==> src/rtl/memdump_ctrl_pkg.sv <==
// ============================================================================
// Module      : memdump_ctrl_pkg
// Description : Shared constants, NOP encodings and FSM state type for the
//               post-run memory dumper.
// Revision    : 1.0 - initial release
// ============================================================================
`default_nettype none

package memdump_ctrl_pkg;

    localparam int          DATAMEM_BITS = 10;
    localparam int          WORD_BITS    = 32;
    localparam logic [15:0] C_NOP        = 16'h0001;
    localparam logic [31:0] I_NOP        = 32'h0000_0013;

    typedef enum logic [2:0] {
        S_MON  = 3'd0,
        S_ADDR = 3'd1,
        S_RDWT = 3'd2,
        S_SEND = 3'd3,
        S_CSUM = 3'd4,
        S_DONE = 3'd5
    } state_t;

    // Compressed NOP only needs the low halfword; the upper half may hold the next instruction.
    function automatic logic is_nop(input logic [31:0] inst);
        return (inst[15:0] == C_NOP) || (inst == I_NOP);
    endfunction

endpackage

`default_nettype wire

==> src/rtl/memdump_ctrl_halt_detector.sv <==
// ============================================================================
// Module      : memdump_ctrl_halt_detector
// Description : Flags program completion when the IF-stage instruction stops
//               changing (NOP repeats or any long stall). Sticky until reset.
// Revision    : 1.0 - initial release
// ============================================================================
`default_nettype none

module memdump_ctrl_halt_detector
    import memdump_ctrl_pkg::*;
#(
    parameter int NOP_LIMIT   = 16,
    parameter int STALL_LIMIT = 49
) (
    input  logic        clk,
    input  logic        nrst,
    input  logic [31:0] i_inst,
    output logic        o_halted
);

    localparam int NOP_W   = $clog2(NOP_LIMIT + 1);
    localparam int STALL_W = $clog2(STALL_LIMIT + 1);

    logic [31:0]        r_last_inst;
    logic [NOP_W-1:0]   r_nop_cnt;
    logic [STALL_W-1:0] r_stall_cnt;
    logic               r_halted;

    logic               w_is_nop;
    logic [NOP_W-1:0]   w_nop_next;
    logic [STALL_W-1:0] w_stall_next;

    assign w_is_nop     = is_nop(i_inst);
    assign w_nop_next   = r_nop_cnt + 1'b1;
    assign w_stall_next = r_stall_cnt + 1'b1;

    always_ff @(posedge clk or negedge nrst) begin
        if (!nrst) begin
            r_last_inst <= '0;
            r_nop_cnt   <= '0;
            r_stall_cnt <= '0;
            r_halted    <= 1'b0;
        end else if (!r_halted) begin
            if (i_inst != r_last_inst) begin
                r_last_inst <= i_inst;
                r_nop_cnt   <= '0;
                r_stall_cnt <= '0;
            end else begin
                r_stall_cnt <= w_stall_next;
                if (w_is_nop) begin
                    r_nop_cnt <= w_nop_next;
                end
                if ((w_is_nop && (w_nop_next == NOP_W'(NOP_LIMIT))) ||
                    (w_stall_next == STALL_W'(STALL_LIMIT))) begin
                    r_halted <= 1'b1;
                end
            end
        end
    end

    assign o_halted = r_halted;

endmodule

`default_nettype wire

==> src/rtl/memdump_ctrl.sv <==
// ============================================================================
// Module      : memdump_ctrl
// Description : Walks the data-memory console port after program completion
//               and streams every word MSB-first to the UART, then an XOR csum.
// Revision    : 1.0 - initial release
// ============================================================================
`default_nettype none

module memdump_ctrl
    import memdump_ctrl_pkg::*;
#(
    parameter int ADDR_BITS   = DATAMEM_BITS,
    parameter int WORD_WIDTH  = WORD_BITS,
    parameter int NOP_LIMIT   = 16,
    parameter int STALL_LIMIT = 49,
    parameter int DUMP_LAST   = 143
) (
    input  logic                  clk,
    input  logic                  nrst,
    input  logic [31:0]           if_inst,
    input  logic                  dump_req,
    output logic [ADDR_BITS-1:0]  con_addr,
    output logic [3:0]            con_write,
    input  logic [WORD_WIDTH-1:0] con_out,
    output logic [7:0]            tx_data,
    output logic                  tx_valid,
    input  logic                  tx_ready,
    output logic                  halted,
    output logic                  busy,
    output logic                  done
);

    localparam int BYTES = WORD_WIDTH / 8;
    localparam int IDX_W = (BYTES > 1) ? $clog2(BYTES) : 1;

    state_t                r_state;
    logic [ADDR_BITS-1:0]  r_addr_cnt;
    logic [ADDR_BITS-1:0]  r_con_addr;
    logic [WORD_WIDTH-1:0] r_word;
    logic [IDX_W-1:0]      r_idx;
    logic [7:0]            r_csum;
    logic [7:0]            r_tx_data;
    logic                  r_tx_valid;
    logic                  r_busy;
    logic                  r_done;
    logic                  r_halted_d;

    logic                  w_halted;
    logic                  w_halt_rise;
    logic                  w_accept;
    logic                  w_last_word;
    logic [IDX_W-1:0]      w_idx_dn;
    logic [WORD_WIDTH-1:0] w_shifted;
    logic [7:0]            w_csum_next;
    logic [ADDR_BITS-1:0]  w_addr_inc;

    memdump_ctrl_halt_detector #(
        .NOP_LIMIT   (NOP_LIMIT),
        .STALL_LIMIT (STALL_LIMIT)
    ) u_halt_detector (
        .clk      (clk),
        .nrst     (nrst),
        .i_inst   (if_inst),
        .o_halted (w_halted)
    );

    assign w_halt_rise = w_halted & ~r_halted_d;
    assign w_accept    = r_tx_valid & tx_ready;
    assign w_last_word = (r_addr_cnt == ADDR_BITS'(DUMP_LAST));
    assign w_idx_dn    = r_idx - 1'b1;
    assign w_shifted   = r_word >> {w_idx_dn, 3'b000};
    // r_tx_data always holds the byte currently offered, so it is the one folded in.
    assign w_csum_next = r_csum ^ r_tx_data;
    assign w_addr_inc  = r_addr_cnt + 1'b1;

    always_ff @(posedge clk or negedge nrst) begin
        if (!nrst) begin
            r_state    <= S_MON;
            r_addr_cnt <= '0;
            r_con_addr <= '0;
            r_word     <= '0;
            r_idx      <= '0;
            r_csum     <= '0;
            r_tx_data  <= '0;
            r_tx_valid <= 1'b0;
            r_busy     <= 1'b0;
            r_done     <= 1'b0;
            r_halted_d <= 1'b0;
        end else begin
            r_halted_d <= w_halted;
            case (r_state)
                S_MON: begin
                    if (w_halt_rise || dump_req) begin
                        r_state    <= S_ADDR;
                        r_con_addr <= r_addr_cnt;
                        r_busy     <= 1'b1;
                    end
                end
                S_ADDR: begin
                    r_con_addr <= r_addr_cnt;
                    r_state    <= S_RDWT;
                end
                S_RDWT: begin
                    r_word     <= con_out;
                    r_tx_data  <= con_out[WORD_WIDTH-1 -: 8];
                    r_idx      <= IDX_W'(BYTES - 1);
                    r_tx_valid <= 1'b1;
                    r_state    <= S_SEND;
                end
                S_SEND: begin
                    if (w_accept) begin
                        r_csum <= w_csum_next;
                        if (r_idx == '0) begin
                            if (w_last_word) begin
                                r_tx_data <= w_csum_next;
                                r_state   <= S_CSUM;
                            end else begin
                                r_tx_valid <= 1'b0;
                                r_addr_cnt <= w_addr_inc;
                                r_con_addr <= w_addr_inc;
                                r_state    <= S_ADDR;
                            end
                        end else begin
                            r_idx     <= w_idx_dn;
                            r_tx_data <= w_shifted[7:0];
                        end
                    end
                end
                S_CSUM: begin
                    if (w_accept) begin
                        r_tx_valid <= 1'b0;
                        r_busy     <= 1'b0;
                        r_done     <= 1'b1;
                        r_state    <= S_DONE;
                    end
                end
                S_DONE: begin
                    r_state <= S_DONE;
                end
                default: begin
                    r_state <= S_MON;
                end
            endcase
        end
    end

    assign con_addr  = r_con_addr;
    assign con_write = 4'b0000;
    assign tx_data   = r_tx_data;
    assign tx_valid  = r_tx_valid;
    assign halted    = w_halted;
    assign busy      = r_busy;
    assign done      = r_done;

endmodule

`default_nettype wire
==> config.mk <==
export PLATFORM = sky130hd
export DESIGN_NAME = memdump_ctrl
export DESIGN_NICKNAME = d
export VERILOG_FILES = /design/src/rtl/memdump_ctrl_pkg.sv /design/src/rtl/memdump_ctrl_halt_detector.sv /design/src/rtl/memdump_ctrl.sv
export SDC_FILE = /design/constraint.sdc
export NUM_CORES = 1
export LEC_CHECK = 0
export CORE_ASPECT_RATIO = 1.4
export CORE_MARGIN = 8
export CORE_UTILIZATION = 64
export DETAILED_ROUTE_END_ITERATION = 10
export DONT_BUFFER_PORTS = 1
export GPL_TIMING_DRIVEN = 0
export PLACE_DENSITY = 0.92
export SETUP_SLACK_MARGIN = 0.3
export SKIP_LAST_GASP = 1
export SYNTH_ARGS = -nofsm -noshare
export SYNTH_HDL_FRONTEND = slang
export SYNTH_SLANG_ARGS = --single-unit
==> constraint.sdc <==
create_clock -name clk -period 2.5 [get_ports clk]
set_input_delay 0.5 -clock clk [delete_from_list [all_inputs] [get_ports clk]]
set_output_delay 0.5 -clock clk [all_outputs]
set_load 0.01 [all_outputs]
==> flow_summary.json, run 1 <==
{
  "status": "finished, violations left",
  "violations": "negative hold slack",
  "rows": 42,
  "tns_ns": 0,
  "drv_cap": 0,
  "irDropWorstVdd_mv": 0.616,
  "ant_nets": 0,
  "drt_iter0_markers": 257,
  "ys_warn_count": 0,
  "die_y_microns": 131,
  "detail_route.wl_per_cell_microns": 23.6,
  "internal_power_mw": 5.13,
  "power_density_nw_per_um2": 1060,
  "cts.clk_slew.worst_paths_ns": 0.06,
  "switching_share_pct": 31.7,
  "grt_pass1_vias": 4642,
  "r2r_slack_ns": 0.11,
  "ys_seq_area_share_pct": 50.2,
  "crit_path_top_delay_cell": "dfrtp_1",
  "die_w_microns": 98.0,
  "synth.avg_cell_area_sq_um": 11.4,
  "seqPwrFrac_pct": 40.7,
  "end_kind": "flip-flop",
  "gr-total-overflow": 0,
  "synthFlopType": "dfrtp_1",
  "drc_errors": 0,
  "drive_gt1_share_pct": 29.6,
  "antenna_found_initial": 1,
  "grt_max_degree": 122,
  "synth_edf_count": 0,
  "fp.coreArea_sq_um": 9300,
  "period_needed_ns": 2.39,
  "dpl_cell_area_sq_um": 6170,
  "num_io_pins": 94,
  "relSlewSlack_pct": 65.8,
  "async_flop_share_pct": 100,
  "multi_input_area_sq_um": 2970,
  "pwr-share-clk_pct": 32.7,
  "dp_hpwl_microns": 9920,
  "cts_tree": "done",
  "initial_core_util_pct": 64.8,
  "final_nets": 638,
  "num_vias": 4426,
  "p_sw_mw": 2.38,
  "cts_htree_levels": 4,
  "rr_endpoint": "u_halt_detector.r_nop_cnt[0]",
  "fin_skew_ns": 0.0117,
  "postSynthCellCount": 530,
  "p_total_mw": 7.51,
  "drt_wl_total_microns": 16200,
  "p_leak_nw": 2.99,
  "cts_buffers": 17,
  "area_growth_pct": 17.0,
  "hold_violations": 121,
  "slowest_delay_ns": 0.40,
  "clockBufferDepth": 2,
  "crit_top_cell": "or3_4",
  "worst_ep_arrival_time_ns": 2.72,
  "max_freq_mhz": 418,
  "final_area_sq_um": 7050,
  "whs_ns": -0.218,
  "first_pass_iters": 5,
  "cp_cell_sequence": "xor2_1, nor4_1, nand4_1, buf_6, or3_4, buf_8, or3_4, o21ai_2",
  "clock_sinks": 121,
  "path_class": "reg2reg",
  "grt_pass1_wl_microns": 24200,
  "r2r-start": "u_halt_detector.r_last_inst[9]",
  "comb_power_share_pct": 26.6,
  "finalCritPeriodShare_pct": 95.6,
  "grt.total_usage_pct": 24.7,
  "required_ns": 2.83,
  "worstMarginPinSlew_ns": 0.514,
  "ys_types": 52,
  "cp-start-kind": "flip-flop",
  "drv_slew": 0,
  "ys_ff_latch": 121,
  "root_buffer": "clkbuf_16",
  "die_area_sq_um": 12800,
  "viasPerCell": 6.45,
  "rsz0062_at_grt": "yes",
  "syn-cell-area_sq_um": 6030,
  "min-delay-path-class": "in2async",
  "path_max_fanout": 7,
  "clock_latency_ns": 0.42,
  "reg2reg_depth": 8,
  "fillers": 514,
  "seqCellArea_sq_um": 3030,
  "setup_violations": 0,
  "numPortBuffers": 0,
  "place.gp.congestion": 0.875
}
-- metal layers --
metal | share of wire (%) | vias to the layer above | wire, microns | GRT usage (%)
met4 | 4.8 | 2 | 776 | 14.5
met1 | 34 | 2221 | 5430 | 22.7
met2 | 55 | 212 | 8900 | 46.4
met5 | 0.062 | - | 10 | 0
li1 | - | 1919 | - | -
met3 | 6.8 | 72 | 1100 | 8.27
-- kinds of logic (layout without fill, tap and decap cells) --
| logic type | Yosys count | in the layout | synth area share, % |
|---|---|---|---|
| other cells | 1 | 5 | 0.0622 |
| buf+inv | 41 | 83 | 3.01 |
| compound gates | 78 | 78 | 8.62 |
| mux | 75 | 75 | 15.5 |
| simple gates | 139 | 139 | 11.3 |
| fa+ha+maj | 6 | 6 | 1.25 |
| xor+xnor | 69 | 69 | 10.0 |
| flops | 121 | 121 | 50.2 |
-- flip-flops by register name, indices dropped and copies added, names as in the netlist, 2 cells and up --
name and count:
u_halt_detector.r_stall_cnt 6, r_state 3, tx_data 8, u_halt_detector.r_last_inst 32, con_addr 10, r_idx 2
r_csum 8, r_addr_cnt 10, u_halt_detector.r_nop_cnt 5, r_word 32
-- stage by stage --
step | utilization, % | worst slack (ns) | std cells
final | 75.8 | 0.109 | 686
after global routing | 75.8 | 0.0447 | 685
after CTS | 73.8 | 0.235 | 678
after detailed placement | 66.4 | -0.0729 | 643
after global placement | 66.4 | -0.0599 | 643
after floorplan | - | 0.325 | 533
-- critical path, delay by kind of cell, from the launching register on --
kind / cells / cell delay, ns
and+or+nand+nor: 4 / 1.30
DFF: 1 / 0.40
xor gates and xnor gates: 1 / 0.20
AOI/OAI and AO/OA: 1 / 0.07
buffers and inverters: 2 / 0.33
-- cell type report --
class	count	area share (%)
clock buffer	18	6.23
antenna	1	0.0355
buffer	28	2.64
sequential	121	42.9
timing repair buffer	12	1.31
inverter	13	0.692
multi-input combinational	371	42.1
clock inverter	12	2.15
tap	110	1.95
-- synth_stat cells (2+ instances only) --
| library cell | number | share of area, % |
|---|---|---|
| a21oi_1 | 35 | 2.9 |
| nor3_1 | 7 | 0.58 |
| xor2_1 | 42 | 6.1 |
| a21o_1 | 2 | 0.25 |
| nand4_1 | 6 | 0.62 |
| nand2b_1 | 4 | 0.42 |
| mux2i_1 | 2 | 0.33 |
| buf_4 | 4 | 0.50 |
| mux4_2 | 8 | 3.0 |
| buf_2 | 4 | 0.33 |
| o21ai_0 | 13 | 1.1 |
| a211oi_1 | 9 | 1.1 |
| clkbuf_1 | 19 | 1.2 |
| and3_1 | 4 | 0.42 |
| nand2_1 | 27 | 1.7 |
| dfrtp_1 | 121 | 50 |
| o31ai_1 | 2 | 0.25 |
| mux2_2 | 65 | 12 |
| nor4_1 | 11 | 1.1 |
| inv_1 | 13 | 0.81 |
| nor4b_1 | 2 | 0.29 |
| ha_1 | 6 | 1.2 |
| nand3_1 | 14 | 1.2 |
| or2_2 | 2 | 0.21 |
| xnor2_1 | 27 | 3.9 |
| nor2_1 | 51 | 3.2 |
| or3_1 | 4 | 0.42 |
| a31oi_1 | 2 | 0.21 |
-- layout by cell type, fill, tap and decap left out, types with 13 or more instances in the layout --
master and count:
inv_1 13, mux2_2 65, nor2_1 45, buf_4 13, dfrtp_1 121, a21oi_1 35, nand2_1 27, nand3_1 14
clkbuf_16 17, xor2_1 39, xnor2_1 27
-- what timing repair did --
item	in CTS	in global routing
setup buffers	5	5
resized for setup	21	49
gates cloned	0	2
pin swaps	11	10
hold endpoints to repair	121	121
setup endpoints to repair	78	95
-- power groups by stage --
stage / clock network, mW / logic, mW / registers [mW]
final: 2.45 / 2.00 / 3.06
after global routing: 2.54 / 2.16 / 3.11
after CTS: 2.45 / 1.88 / 3.03
after detailed placement: 0 / 1.77 / 3.04
after global placement: 0 / 1.66 / 2.99
after floorplan: 0 / 1.49 / 2.90
-- how the worst max path moves through the flow --
| stage | start | end | cells after the start |
|---|---|---|---|
| 2_1_floorplan | if_inst[3] | u_halt_detector.o_halted | 6 |
| 3_3_place_gp | if_inst[19] | u_halt_detector.r_last_inst[4] | 7 |
| 4_1_cts | r_addr_cnt[6] | tx_data[6] | 8 |
| 5_1_grt | u_halt_detector.r_last_inst[12] | u_halt_detector.r_nop_cnt[0] | 8 |
| 3_5_place_dp | if_inst[0] | u_halt_detector.r_last_inst[8] | 7 |
| 6_report | u_halt_detector.r_last_inst[9] | u_halt_detector.r_nop_cnt[0] | 8 |
No activity file was read; power rests on OpenSTA's default activity.
==> inputs of run 2 (changes only) <==
ABC_AREA = 1   (was unset)
CORE_UTILIZATION = 58   (was 64)
PLACE_DENSITY = 0.86   (was 0.92)
==> flow_summary.json, run 2 <==
{
  "grt_pass1_wl_microns": 25800,
  "dpl_cell_area_sq_um": 6920,
  "fillers": 936,
  "p_leak_nw": 3.95,
  "p_total_mw": 8.06,
  "drv_slew": 0,
  "power_density_nw_per_um2": 1070,
  "period_needed_ns": 2.03,
  "r2r_slack_ns": 0.47,
  "die_w_microns": 107,
  "postCtsSetupRepairBufs": 0,
  "layout_common_cells": "nand2_1, dfrtp_1, inv_1",
  "viasPerCell": 5.16,
  "place.gp.congestion": 0.880,
  "gr-total-overflow": 0,
  "cts_buffers": 17,
  "syn-cell-area_sq_um": 6730,
  "die_y_microns": 143,
  "ys_warn_count": 0,
  "rows": 46,
  "dp_hpwl_microns": 11300,
  "setup_violations": 0,
  "ys_ff_latch": 121,
  "place_inst": 1097,
  "postSynthCellCount": 950,
  "area_growth_pct": 11.7,
  "cts.clk_slew.worst_paths_ns": 0.06,
  "netlist_top_cells_area": "dfrtp_1, nand2_1, o21ai_0",
  "cp-start-kind": "flip-flop",
  "async_flop_share_pct": 100,
  "layout_commonest_cell": "nand2_1",
  "path_max_fanout": 10,
  "die_area_sq_um": 15400,
  "clockBufferDepth": 2,
  "place_ws_ns": 0.276,
  "drt_iter0_markers": 218,
  "ys_seq_area_share_pct": 45.0,
  "synth_top_cell_by_area": "dfrtp_1",
  "clock_latency_ns": 0.41,
  "num_io_pins": 94,
  "synthFlopType": "dfrtp_1",
  "cp_cell_sequence": "inv_1, buf_4, ha_2, inv_1, nand2_1, o21ai_1, nor3_2, o21ai_2, buf_4, nand2_1, o21ai_0",
  "antenna_found_initial": 1,
  "detail_route.wl_per_cell_microns": 13.6,
  "synth.avg_cell_area_sq_um": 7.09,
  "whs_ns": -0.221,
  "hold_violations": 121,
  "grt.total_usage_pct": 21.0,
  "cts_htree_levels": 4,
  "clock_sinks": 121,
  "grt_max_degree": 122,
  "drive_gt1_share_pct": 6.91,
  "crit_path_top_delay_cell": "dfrtp_1",
  "drv_cap": 0,
  "violations": "negative hold slack",
  "path_class": "reg2reg",
  "worst_ep_arrival_time_ns": 2.30,
  "fp.coreArea_sq_um": 11300,
  "end_kind": "flip-flop",
  "final_area_sq_um": 7520,
  "num_vias": 5828,
  "numPortBuffers": 0,
  "drc_errors": 0,
  "irDropWorstVdd_mv": 0.521,
  "synth_edf_count": 0,
  "required_ns": 2.76,
  "cts_tree": "done",
  "slowest_delay_ns": 0.40,
  "fin_ws_ns": 0.468,
  "tns_ns": 0,
  "ys_types": 34,
  "max_freq_mhz": 492,
  "min-delay-path-class": "in2async",
  "final_cell_count_no_fill": 1129,
  "yosys-top-cells-count": "nand2_1, dfrtp_1, inv_1, o21ai_0, nor2_1",
  "ant_nets": 0,
  "fin_skew_ns": 0.00751,
  "rsz0062_at_grt": "no",
  "drt_wl_total_microns": 15400,
  "synth.top_cell.area_share_pct": 45.0,
  "grt_pass1_vias": 5662,
  "yosysMostFrequentCell": "nand2_1",
  "status": "finished, violations left",
  "first_pass_iters": 4,
  "root_buffer": "clkbuf_16",
  "finalCritPeriodShare_pct": 81.3,
  "initial_core_util_pct": 59.4,
  "largestRegisters": "r_word: 32 flops, u_halt_detector.r_last_inst: 32 flops",
  "final_nets": 1046
}
[run 2: layer usage]
layer,track usage (%),part of all wire (%),up-vias
met2,36.4,51,166
met3,7.13,7.3,32
met5,0,0,-
met1,22.6,39,2660
met4,9.00,2.6,0
li1,-,-,2970
[run 2: kinds of logic (layout without fill, tap and decap cells)]
kind of cell,after synthesis,after routing,synth area share (%)
AND/OR/NAND/NOR,505,505,30.0
XOR/XNOR,32,32,4.16
AO/OA/AOI/OAI,133,133,10.3
flip-flops,121,121,45.0
buffers and inverters,152,183,9.44
adder cells (fa/ha/maj),6,6,1.12
other,1,5,0.0557
[run 2: layout make-up]
cell class	count	area [sq um]	share of cell area [%]
Antenna cell	1	2.50	0.0333
Buffer	31	186	2.48
Clock buffer	24	492	6.54
Clock inverter	7	91.3	1.22
Inverter	121	454	6.04
Multi-Input combinational cell	680	3080	41.0
Sequential cell	121	3030	40.3
Tap cell	144	180	2.40
[run 2: metrics by stage]
step,hold WS [ns],utilization [%]
after global placement,0.207,61.1
after CTS,-0.236,66.2
after floorplan,0.204,-
after detailed placement,0.207,61.1
after global routing,-0.240,66.3
final,-0.221,66.3
[run 2: critical path: cells and delay by family, from the launching register on]
kind	cells	cell delay [ns]
and+or+nand+nor	3	0.32
DFF	1	0.40
adders and majority gates	1	0.21
buffers and inverters	4	0.60
AOI/OAI and AO/OA	3	0.36
[run 2: timing repair]
action,4_1_cts,5_1_grt
resized for setup,1,6
setup endpoints to repair,12,9
endpoints found under the hold margin,121,121
[run 2: report_power, final]
group	total, mW	leakage (nW)	internal [mW]	switching [mW]
logic	2.57	2.19	0.937	1.63
clock network	2.40	0.286	1.56	0.840
registers	3.10	1.47	2.57	0.524
total	8.06	3.95	5.07	2.99
[run 2: final timing paths]
check,from,end,cells past startpoint
worst max-delay path,r_idx[0],con_addr[8],11
worst max register to register,r_idx[0],con_addr[8],11
worst min register to register,r_word[23],r_word[23],2
min in group clk,con_out[2],r_word[2],2
worst min-delay path,nrst,u_halt_detector.r_last_inst[25],0
max in group asynchronous,nrst,r_state[1],0
